$ cat src/rtl/apb_pkg.sv
// Shared types and default widths for the APB3 requester.
package apb_pkg;

    localparam int APB_ADDR_W = 8;
    localparam int APB_DATA_W = 32;

    typedef enum logic [1:0] {
        IDLE   = 2'd0,
        SETUP  = 2'd1,
        ACCESS = 2'd2
    } apb_state_t;

endpackage

$ cat src/rtl/apb_master.sv
// APB3 initiator: turns one command handshake into one SETUP/ACCESS transfer
// and reports completion on a single-cycle response strobe.
module apb_master
    import apb_pkg::*;
#(
    parameter int ADDR_W  = APB_ADDR_W,
    parameter int DATA_W  = APB_DATA_W,
    parameter int TIMEOUT = 16
) (
    input  logic              clk,
    input  logic              rst,
    input  logic              cmd_valid,
    output logic              cmd_ready,
    input  logic              cmd_write,
    input  logic [ADDR_W-1:0] cmd_addr,
    input  logic [DATA_W-1:0] cmd_wdata,
    output logic              rsp_valid,
    output logic [DATA_W-1:0] rsp_rdata,
    output logic              rsp_err,
    output logic              rsp_timeout,
    output logic [ADDR_W-1:0] paddr,
    output logic              psel,
    output logic              penable,
    output logic              pwrite,
    output logic [DATA_W-1:0] pwdata,
    input  logic [DATA_W-1:0] prdata,
    input  logic              pready,
    input  logic              pslverr
);

    localparam int CNT_W = (TIMEOUT > 0) ? $clog2(TIMEOUT + 1) : 1;
    localparam logic [CNT_W-1:0] TMO_LIMIT = CNT_W'(TIMEOUT);

    apb_state_t        state_r;
    apb_state_t        state_nxt_s;
    logic [CNT_W-1:0]  cnt_r;
    logic [CNT_W-1:0]  cnt_nxt_s;
    logic [CNT_W-1:0]  cnt_inc_s;
    logic              accept_s;
    logic              done_s;
    logic              tmo_s;

    logic              cmd_ready_r;
    logic              psel_r;
    logic              penable_r;
    logic              pwrite_r;
    logic [ADDR_W-1:0] paddr_r;
    logic [DATA_W-1:0] pwdata_r;
    logic              rsp_valid_r;
    logic [DATA_W-1:0] rsp_rdata_r;
    logic              rsp_err_r;
    logic              rsp_timeout_r;

    assign cnt_inc_s = cnt_r + CNT_W'(1);

    // Next-state, wait counter and completion decode.
    always_comb begin
        state_nxt_s = state_r;
        cnt_nxt_s   = cnt_r;
        accept_s    = 1'b0;
        done_s      = 1'b0;
        tmo_s       = 1'b0;
        case (state_r)
            IDLE: begin
                if (cmd_valid && cmd_ready_r) begin
                    accept_s    = 1'b1;
                    cnt_nxt_s   = '0;
                    state_nxt_s = SETUP;
                end else begin
                    state_nxt_s = IDLE;
                end
            end
            SETUP: begin
                state_nxt_s = ACCESS;
            end
            ACCESS: begin
                if (pready) begin
                    done_s      = 1'b1;
                    state_nxt_s = IDLE;
                end else if ((TIMEOUT != 0) && (cnt_inc_s == TMO_LIMIT)) begin
                    // this edge closes the TIMEOUT-th ACCESS cycle with pready low
                    tmo_s       = 1'b1;
                    state_nxt_s = IDLE;
                end else begin
                    cnt_nxt_s   = cnt_inc_s;
                end
            end
            default: begin
                state_nxt_s = IDLE;
            end
        endcase
    end

    // State register and registered APB / response outputs.
    always_ff @(posedge clk) begin
        if (rst) begin
            state_r       <= IDLE;
            cnt_r         <= '0;
            cmd_ready_r   <= 1'b1;
            psel_r        <= 1'b0;
            penable_r     <= 1'b0;
            pwrite_r      <= 1'b0;
            paddr_r       <= '0;
            pwdata_r      <= '0;
            rsp_valid_r   <= 1'b0;
            rsp_rdata_r   <= '0;
            rsp_err_r     <= 1'b0;
            rsp_timeout_r <= 1'b0;
        end else begin
            state_r     <= state_nxt_s;
            cnt_r       <= cnt_nxt_s;
            cmd_ready_r <= (state_nxt_s == IDLE);
            psel_r      <= (state_nxt_s != IDLE);
            penable_r   <= (state_nxt_s == ACCESS);
            rsp_valid_r <= done_s | tmo_s;
            if (accept_s) begin
                paddr_r  <= cmd_addr;
                pwrite_r <= cmd_write;
                pwdata_r <= cmd_wdata;
            end
            if (done_s) begin
                rsp_rdata_r   <= pwrite_r ? '0 : prdata;
                rsp_err_r     <= pslverr;
                rsp_timeout_r <= 1'b0;
            end else if (tmo_s) begin
                rsp_rdata_r   <= '0;
                rsp_err_r     <= 1'b1;
                rsp_timeout_r <= 1'b1;
            end
        end
    end

    assign cmd_ready   = cmd_ready_r;
    assign psel        = psel_r;
    assign penable     = penable_r;
    assign pwrite      = pwrite_r;
    assign paddr       = paddr_r;
    assign pwdata      = pwdata_r;
    assign rsp_valid   = rsp_valid_r;
    assign rsp_rdata   = rsp_rdata_r;
    assign rsp_err     = rsp_err_r;
    assign rsp_timeout = rsp_timeout_r;

endmodule
$ cat config.mk
export PLATFORM = sky130hd
export DESIGN_NAME = apb_master
export DESIGN_NICKNAME = d
export VERILOG_FILES = /design/src/rtl/apb_pkg.sv /design/src/rtl/apb_master.sv
export SDC_FILE = /design/constraint.sdc
export NUM_CORES = 1
export LEC_CHECK = 0
export BUFFER_PORTS_ARGS = -buffer_cell sky130_fd_sc_hd__buf_2
export CAP_MARGIN = 20
export CELL_PAD_IN_SITES_DETAIL_PLACEMENT = 0
export CELL_PAD_IN_SITES_GLOBAL_PLACEMENT = 1
export CORE_UTILIZATION = 25
export DETAILED_ROUTE_END_ITERATION = 10
export PLACE_DENSITY = 0.77
export SYNTH_ARGS = -nofsm -noshare
export SYNTH_HDL_FRONTEND = slang
export SYNTH_SLANG_ARGS = --single-unit
export TNS_END_PERCENT = 20
$ cat constraint.sdc
create_clock -name clk -period 1.8 [get_ports clk]
set_clock_uncertainty 0.15 [all_clocks]
set_input_delay 0.54 -clock clk [delete_from_list [all_inputs] [get_ports clk]]
set_output_delay 0.54 -clock clk [all_outputs]
set_load 0.005 [all_outputs]
==> run_summary.xml, run 1 <==
<?xml version="1.0" encoding="UTF-8"?>
<metrics>
  <group name="cells_and_area">
    <metric name="num_antenna_cells" unit="">0</metric>
    <metric name="final-instance-count-excl-fill" unit="">622</metric>
    <metric name="drive_gt1_share" unit="%">41.75</metric>
    <metric name="fin_nets" unit="">553</metric>
    <metric name="flow.area_growth_from_synthesis" unit="%">46.18</metric>
    <metric name="num-fill-cells" unit="">1181</metric>
  </group>
  <group name="floorplanning">
    <metric name="design.die.area" unit="µm²">12220</metric>
    <metric name="initial_core_util" unit="%">25.68</metric>
    <metric name="dieHeight" unit="µm">110.5</metric>
    <metric name="fp-row-count" unit="">39</metric>
    <metric name="placeableCoreArea" unit="µm²">11470</metric>
    <metric name="floorplan.die.width" unit="µm">110.5</metric>
    <metric name="design.portCount" unit="">157</metric>
  </group>
  <group name="power_and_ir_drop">
    <metric name="power_density" unit="nW/µm²">1001</metric>
    <metric name="power_leakage" unit="nW">2.043</metric>
    <metric name="post-layout-total-power" unit="W">0.004309</metric>
    <metric name="max-vdd-ir-drop" unit="µV">589.7</metric>
  </group>
  <group name="yosys">
    <metric name="proportion_of_synthesized_flip_flops_having_asynchronous_set_or_reset" unit="%">0</metric>
    <metric name="syn_inst" unit="">312</metric>
    <metric name="postSynthNetCount" unit="">391</metric>
    <metric name="syn_area" unit="µm²">2945</metric>
    <metric name="postSynthRegisterBits" unit="">86</metric>
    <metric name="synthesis.yosys.warnings" unit="">0</metric>
    <metric name="synthDominantAreaCellType" unit="">sky130_fd_sc_hd__dfxtp_1</metric>
    <metric name="most_common_flop_cell_mapped_by_yosys" unit="">sky130_fd_sc_hd__dfxtp_1</metric>
    <metric name="synth.top_cells.by_count" unit="">sky130_fd_sc_hd__dfxtp_1, sky130_fd_sc_hd__nand2_1, sky130_fd_sc_hd__a21oi_1</metric>
    <metric name="synth_most_common_cell" unit="">sky130_fd_sc_hd__dfxtp_1</metric>
    <metric name="synth_enable_flop_cells" unit="">0</metric>
    <metric name="synth_top_cell_area_share" unit="%">58.45</metric>
    <metric name="synth_cell_types" unit="">29</metric>
    <metric name="netlist_top_cells_area" unit="">sky130_fd_sc_hd__dfxtp_1, sky130_fd_sc_hd__nand2_1, sky130_fd_sc_hd__a22o_1, sky130_fd_sc_hd__a21oi_1, sky130_fd_sc_hd__clkbuf_1</metric>
    <metric name="seq_area_frac_synth" unit="%">58.45</metric>
    <metric name="avgSynthCellArea" unit="µm²">9.440</metric>
  </group>
  <group name="worst_setup_path">
    <metric name="cp_slowest_cell" unit="">sky130_fd_sc_hd__or4_1</metric>
    <metric name="timing.critical_path.depth" unit="">6</metric>
    <metric name="worst_setup_path_start_kind" unit="">flop</metric>
    <metric name="path_common_cell" unit="">sky130_fd_sc_hd__buf_4</metric>
    <metric name="critical-path-top-delay-family" unit="">simple AND/OR/NAND/NOR gates</metric>
    <metric name="critPathRequiredTime" unit="ns">1.92</metric>
    <metric name="worst_setup_path_end_kind" unit="">flop</metric>
    <metric name="worst_r2r_endpoint" unit="">cnt_r[0]</metric>
    <metric name="critPathMaxFanout" unit="">4</metric>
    <metric name="path_class" unit="">flop to flop</metric>
    <metric name="worst_r2r_path_depth" unit="">6</metric>
    <metric name="longest_individual_stage_delay_on_the_worst_path" unit="ns">0.48</metric>
    <metric name="r2r_setup_slack" unit="ns">-0.007</metric>
    <metric name="critical_path_origin" unit="">cnt_r[1]</metric>
    <metric name="crit_arrival" unit="ns">1.93</metric>
    <metric name="crit_path_cell_trace" unit="">buf_4 -&gt; ha_2 -&gt; buf_4 -&gt; and3_1 -&gt; or4_1 -&gt; a21oi_2</metric>
    <metric name="cp_num_buf_inv" unit="">2</metric>
    <metric name="r2r-start" unit="">cnt_r[1]</metric>
  </group>
  <group name="clocking">
    <metric name="cts_inserted_buffers" unit="">9</metric>
    <metric name="clock_insertion_delay_worst_skew" unit="ns">0.33</metric>
    <metric name="clk_pin_slew_worst_paths" unit="ns">0.06</metric>
    <metric name="cts_tree" unit="">yes</metric>
    <metric name="cts_root_buf" unit="">sky130_fd_sc_hd__clkbuf_16</metric>
    <metric name="buffers_inserted_during_post_cts_setup_optimization" unit="">0</metric>
    <metric name="ctsHtreeMaxLevel" unit="">3</metric>
    <metric name="cts_buffer_depth" unit="">2</metric>
    <metric name="tritoncts_num_sinks" unit="">86</metric>
  </group>
  <group name="sta">
    <metric name="finalMaxSlewViolations" unit="">0</metric>
    <metric name="rsz0062_at_grt" unit="">true</metric>
    <metric name="post-route-worst-setup-slack" unit="ns">-0.007216</metric>
    <metric name="layout_min_cycle_time" unit="ns">1.807</metric>
    <metric name="hold_ws" unit="ns">0.2626</metric>
    <metric name="finalHoldViolations" unit="">0</metric>
    <metric name="setup-violations-final" unit="">1</metric>
    <metric name="maxClockFrequency" unit="GHz">0.5533</metric>
    <metric name="relSlewSlack" unit="%">71.71</metric>
    <metric name="layout_worst_path_cycle_share" unit="%">100.4</metric>
    <metric name="timing_worst_slew_pin_value" unit="ns">0.4244</metric>
  </group>
  <group name="place">
    <metric name="port-buffer-count" unit="">156</metric>
    <metric name="gpl.final_weighted_congestion" unit="">0.8114</metric>
    <metric name="placed_cells" unit="">605</metric>
    <metric name="place.detailed.hpwl" unit="µm">5348</metric>
  </group>
  <group name="outcome">
    <metric name="outcome" unit="">finished with violations</metric>
    <metric name="violations_in_the_final_reports" unit="">setup timing</metric>
  </group>
  <group name="routing">
    <metric name="drt_iter0_markers" unit="">127</metric>
    <metric name="drt.antenna.violating_nets" unit="">0</metric>
    <metric name="routed_wire_length_per_instance" unit="µm">12.75</metric>
    <metric name="drc_errors" unit="">0</metric>
    <metric name="vias" unit="">2795</metric>
    <metric name="firstDrtPassIters" unit="">4</metric>
    <metric name="drt-total-wl" unit="µm">7931</metric>
    <metric name="via_per_inst" unit="">4.494</metric>
  </group>
  <group name="global_routing">
    <metric name="grt.total_usage" unit="%">13.49</metric>
    <metric name="grt_overflow_total" unit="">0</metric>
    <metric name="wire_length_of_the_first_global_routing_pass" unit="µm">13080</metric>
    <metric name="vias_in_the_first_global_route" unit="">2675</metric>
    <metric name="antenna_found_initial" unit="">0</metric>
    <metric name="grt_start_max_net_pins" unit="">45</metric>
  </group>
  <group name="min_path">
    <metric name="hold_start" unit="">prdata[19]</metric>
    <metric name="cell_depth_of_the_worst_min_delay_path" unit="">2</metric>
    <metric name="worstHoldEndpoint" unit="">rsp_rdata[19]</metric>
    <metric name="timing.hold.worst.class" unit="">input port to flop</metric>
  </group>
  <group name="flow_run">
    <metric name="max_cap_viol_count" unit="">0</metric>
  </group>
</metrics>
==> metrics by stage <==
step             TNS, ns  worst slack, ns  util (%)  cell area [µm²]
2_1_floorplan          0          0.06049         -             2945
3_3_place_gp      -5.045          -0.1608     34.57             3964
3_5_place_dp      -7.189          -0.2377     34.57             3964
4_1_cts        -0.004949        -0.004949     37.43             4292
5_1_grt         -0.07496         -0.05405     37.55             4305
6_report       -0.007216        -0.007216     37.55             4305
==> logic make-up after synthesis <==
group	after synthesis	synth area share, %
AOI/OAI and AO/OA	88	20.14
xor gates and xnor gates	3	0.8923
adders and majority gates	1	0.4247
buffers and inverters	22	3.610
DFF	86	58.45
muxes	2	0.6797
and+or+nand+nor	110	15.80
==> cells in the final DEF (no fill, tap or decap), drive strengths merged, types with 2 or more instances in the layout <==
master | synthesis | final
buf | 5 | 171
dfxtp | 86 | 86
nand2 | 82 | 82
a21oi | 48 | 48
a22o | 32 | 32
clkbuf | 16 | 13
nor2 | 10 | 10
nand3 | 5 | 5
nand2b | 4 | 4
nor2b | 3 | 3
xor2 | 3 | 3
o21ba | 1 | 2
mux2i | 2 | 2
clkinv | 0 | 2
a31oi | 2 | 2
==> power breakdown <==
group	internal (W)	switching [W]
combinational	0.000232	0.000257
sequential	0.00200	0.0000497
clock	0.00104	0.000727
total	0.00328	0.00103
==> timing repair <==
action                                  4_1_cts  5_1_grt
hold buffers                                  0        0
pin swaps                                     1        4
endpoints found under the setup margin       33       38
cloned                                        1        0
resized for setup                             5        6
==> layout make-up <==
class,instances,area [µm²],share of cell area (%)
multi-input combinational,205,1191,27.67
tap,143,178.9,4.156
sequential,86,1725,40.08
clock inverter,3,17.52,0.4069
clock buffer,13,270.3,6.277
timing repair buffer,171,918.4,21.33
inverter,1,3.754,0.08718
==> registers in the layout, summed over array words and instances (netlist names) <==
| signal | cells |
|---|---|
| rsp_valid | 1 |
| pwrite | 1 |
| state_r | 2 |
| psel | 1 |
| rsp_rdata | 32 |
| rsp_err | 1 |
| cnt_r | 5 |
| cmd_ready | 1 |
| penable | 1 |
| paddr | 8 |
| rsp_timeout | 1 |
| pwdata | 32 |
==> worst max path at each step <==
stage                                to  slack [ns]
after global placement    rsp_rdata[25]       -0.16
after global routing           cnt_r[0]       -0.05
after floorplan                cnt_r[3]        0.06
after detailed placement  rsp_rdata[25]       -0.24
after CTS                      cnt_r[0]      -0.005
final                          cnt_r[0]      -0.007
==> layer usage <==
metal | vias to the layer above | global-route usage, % | share of wire [%]
met3 | 13 | 4.555 | 7.2
li1 | 1402 | - | -
met2 | 104 | 20.95 | 46
met1 | 1276 | 16.48 | 45
met5 | - | 0 | 0
met4 | 0 | 7.022 | 2.2
Power figures use the tool's default switching activity.
==> inputs of run 2 (changes only) <==
- CORE_ASPECT_RATIO: unset -> 1.2
- PLACE_DENSITY: 0.77 -> 0.75
- clock period: 1.8 -> 2.2 ns (I/O delays scaled with it)
==> run 2 against run 1 <==
The run now ends clean; core utilization fell by 0.99 points; cell count rose by 0.48%; largest power group unchanged; hold slack improved by 0.037 ns; first-iteration DRC count fell by 35%; count of clock-buffer cells in the layout fell by 2; clock power fell by 16%; worst setup slack improved by 0.40 ns; via count fell by 1.3%; largest cell class unchanged; combinational power fell by 21%.
==> run_summary.xml, run 2 (synthesis gave the netlist of run 1 again) <==
<?xml version="1.0" encoding="UTF-8"?>
<metrics>
  <group name="routing">
    <metric name="firstDrtPassIters" unit="">4</metric>
    <metric name="drt-total-wl" unit="µm">7865</metric>
    <metric name="vias" unit="">2759</metric>
    <metric name="drc_errors" unit="">0</metric>
    <metric name="routed_wire_length_per_instance" unit="µm">12.58</metric>
    <metric name="via_per_inst" unit="">4.414</metric>
    <metric name="drt.antenna.violating_nets" unit="">0</metric>
    <metric name="drt_iter0_markers" unit="">83</metric>
  </group>
  <group name="place">
    <metric name="port-buffer-count" unit="">156</metric>
    <metric name="gpl.final_weighted_congestion" unit="">0.7307</metric>
    <metric name="detailedPlace.worstSlack" unit="ns">0.2258</metric>
    <metric name="place.detailed.hpwl" unit="µm">5385</metric>
  </group>
  <group name="clocking">
    <metric name="tritoncts_num_sinks" unit="">86</metric>
    <metric name="cts_root_buf" unit="">sky130_fd_sc_hd__clkbuf_16</metric>
    <metric name="cts_hold_buf" unit="">0</metric>
    <metric name="clk_pin_slew_worst_paths" unit="ns">0.06</metric>
    <metric name="cts_buffer_depth" unit="">2</metric>
    <metric name="cts_inserted_buffers" unit="">9</metric>
    <metric name="clock_insertion_delay_worst_skew" unit="ns">0.33</metric>
    <metric name="buffers_inserted_during_post_cts_setup_optimization" unit="">0</metric>
    <metric name="cts_tree" unit="">yes</metric>
    <metric name="ctsResizeCount" unit="">0</metric>
    <metric name="ctsHtreeMaxLevel" unit="">3</metric>
  </group>
  <group name="sta">
    <metric name="relSlewSlack" unit="%">63.04</metric>
    <metric name="finalHoldViolations" unit="">0</metric>
    <metric name="timing_worst_slew_pin_value" unit="ns">0.5545</metric>
    <metric name="hold_ws" unit="ns">0.3001</metric>
    <metric name="finalMaxSlewViolations" unit="">0</metric>
    <metric name="layout_worst_path_cycle_share" unit="%">82.06</metric>
    <metric name="setup_total_negative_slack" unit="ns">0</metric>
    <metric name="layout_min_cycle_time" unit="ns">1.805</metric>
    <metric name="post-route-worst-setup-slack" unit="ns">0.3946</metric>
    <metric name="setup-violations-final" unit="">0</metric>
    <metric name="rsz0062_at_grt" unit="">false</metric>
    <metric name="maxClockFrequency" unit="GHz">0.5539</metric>
  </group>
  <group name="cells_and_area">
    <metric name="num_antenna_cells" unit="">0</metric>
    <metric name="drive_gt1_share" unit="%">38.89</metric>
    <metric name="flow.area_growth_from_synthesis" unit="%">42.91</metric>
    <metric name="post-route-util" unit="%">36.56</metric>
    <metric name="highest_count_cells_in_the_layout_ignoring_fill_and_taps" unit="">sky130_fd_sc_hd__buf_2, sky130_fd_sc_hd__dfxtp_1, sky130_fd_sc_hd__nand2_1</metric>
    <metric name="layout_commonest_cell" unit="">sky130_fd_sc_hd__buf_2</metric>
    <metric name="fin_nets" unit="">543</metric>
  </group>
  <group name="worst_setup_path">
    <metric name="critPathRequiredTime" unit="ns">2.27</metric>
    <metric name="cp_slowest_cell" unit="">sky130_fd_sc_hd__dfxtp_1</metric>
    <metric name="crit_path_cell_trace" unit="">nor2b_1 -&gt; a32o_2 -&gt; a31oi_1 -&gt; o21ba_2 -&gt; buf_12 -&gt; a22o_1</metric>
    <metric name="worst_setup_path_end_kind" unit="">flop</metric>
    <metric name="worst_setup_path_start_kind" unit="">flop</metric>
    <metric name="longest_individual_stage_delay_on_the_worst_path" unit="ns">0.40</metric>
    <metric name="critPathMaxFanout" unit="">32</metric>
    <metric name="path_class" unit="">flop to flop</metric>
    <metric name="crit_arrival" unit="ns">1.87</metric>
    <metric name="r2r-start" unit="">cnt_r[3]</metric>
    <metric name="critical_path_origin" unit="">cnt_r[3]</metric>
  </group>
  <group name="floorplanning">
    <metric name="placeableCoreArea" unit="µm²">11510</metric>
    <metric name="initial_core_util" unit="%">25.58</metric>
    <metric name="floorplan.die.width" unit="µm">101.1</metric>
    <metric name="fp-row-count" unit="">43</metric>
    <metric name="design.die.area" unit="µm²">12220</metric>
    <metric name="dieHeight" unit="µm">120.9</metric>
    <metric name="design.portCount" unit="">157</metric>
  </group>
  <group name="global_routing">
    <metric name="grt_start_max_net_pins" unit="">52</metric>
    <metric name="grt_overflow_total" unit="">0</metric>
    <metric name="vias_in_the_first_global_route" unit="">2610</metric>
    <metric name="wire_length_of_the_first_global_routing_pass" unit="µm">12070</metric>
    <metric name="antenna_found_initial" unit="">0</metric>
    <metric name="grt.total_usage" unit="%">12.76</metric>
  </group>
  <group name="min_path">
    <metric name="hold_start" unit="">paddr[7]</metric>
    <metric name="timing.hold.worst.class" unit="">flop to flop</metric>
  </group>
  <group name="power_and_ir_drop">
    <metric name="power_leakage" unit="nW">1.992</metric>
    <metric name="power_density" unit="nW/µm²">842.9</metric>
    <metric name="max-vdd-ir-drop" unit="µV">298.1</metric>
  </group>
  <group name="flow_run">
    <metric name="max_cap_viol_count" unit="">0</metric>
  </group>
  <group name="outcome">
    <metric name="outcome" unit="">finished clean</metric>
  </group>
</metrics>
[run 2: routing by layer]
layer	vias up	wire length, µm	track usage (%)
met1	1261	3325	13.93
met4	0	77	5.163
li1	1371	-	-
met3	9	694	4.781
met5	-	0	0
met2	118	3768	22.02
[run 2: worst max-delay path, delay by kind of cell (launching register included)]
kind                   cells  cell delay, ns
AND/OR/NAND/NOR            1            0.15
buffers and inverters      1            0.16
AO/OA/AOI/OAI              4            0.81
flip-flops                 1            0.40
[run 2: stage by stage]
stage	cells	cell area [µm²]	power, W
2_1_floorplan	312	2945	0.001897
3_3_place_gp	610	3919	0.002098
3_5_place_dp	610	3919	0.002108
4_1_cts	625	4209	0.003615
5_1_grt	625	4209	0.003732
6_report	625	4209	0.003548
[run 2: power breakdown]
| part | total (W) | internal, W | switching, W |
|---|---|---|---|
| sequential | 0.00168 | 0.00164 | 0.0000412 |
| combinational | 0.000388 | 0.000181 | 0.000207 |
| clock | 0.00148 | 0.000900 | 0.000582 |
[run 2: worst paths after layout]
check	endpoint	slack [ns]	cells past startpoint
min reg2reg	paddr[7]	0.30	2
max	rsp_rdata[24]	0.39	6
min	paddr[7]	0.30	2
max reg2reg	rsp_rdata[24]	0.39	6
[run 2: cell type report]
cell class              instances  area (µm²)
fillers                      1210        7305
flip-flops and latches         86        1722
multi-input cells             204        1146
repair buffers                162       850.8
clock buffers                  11       242.7
well taps                     157       196.4
clock inverters                 4       47.55
inverters                       1       3.754
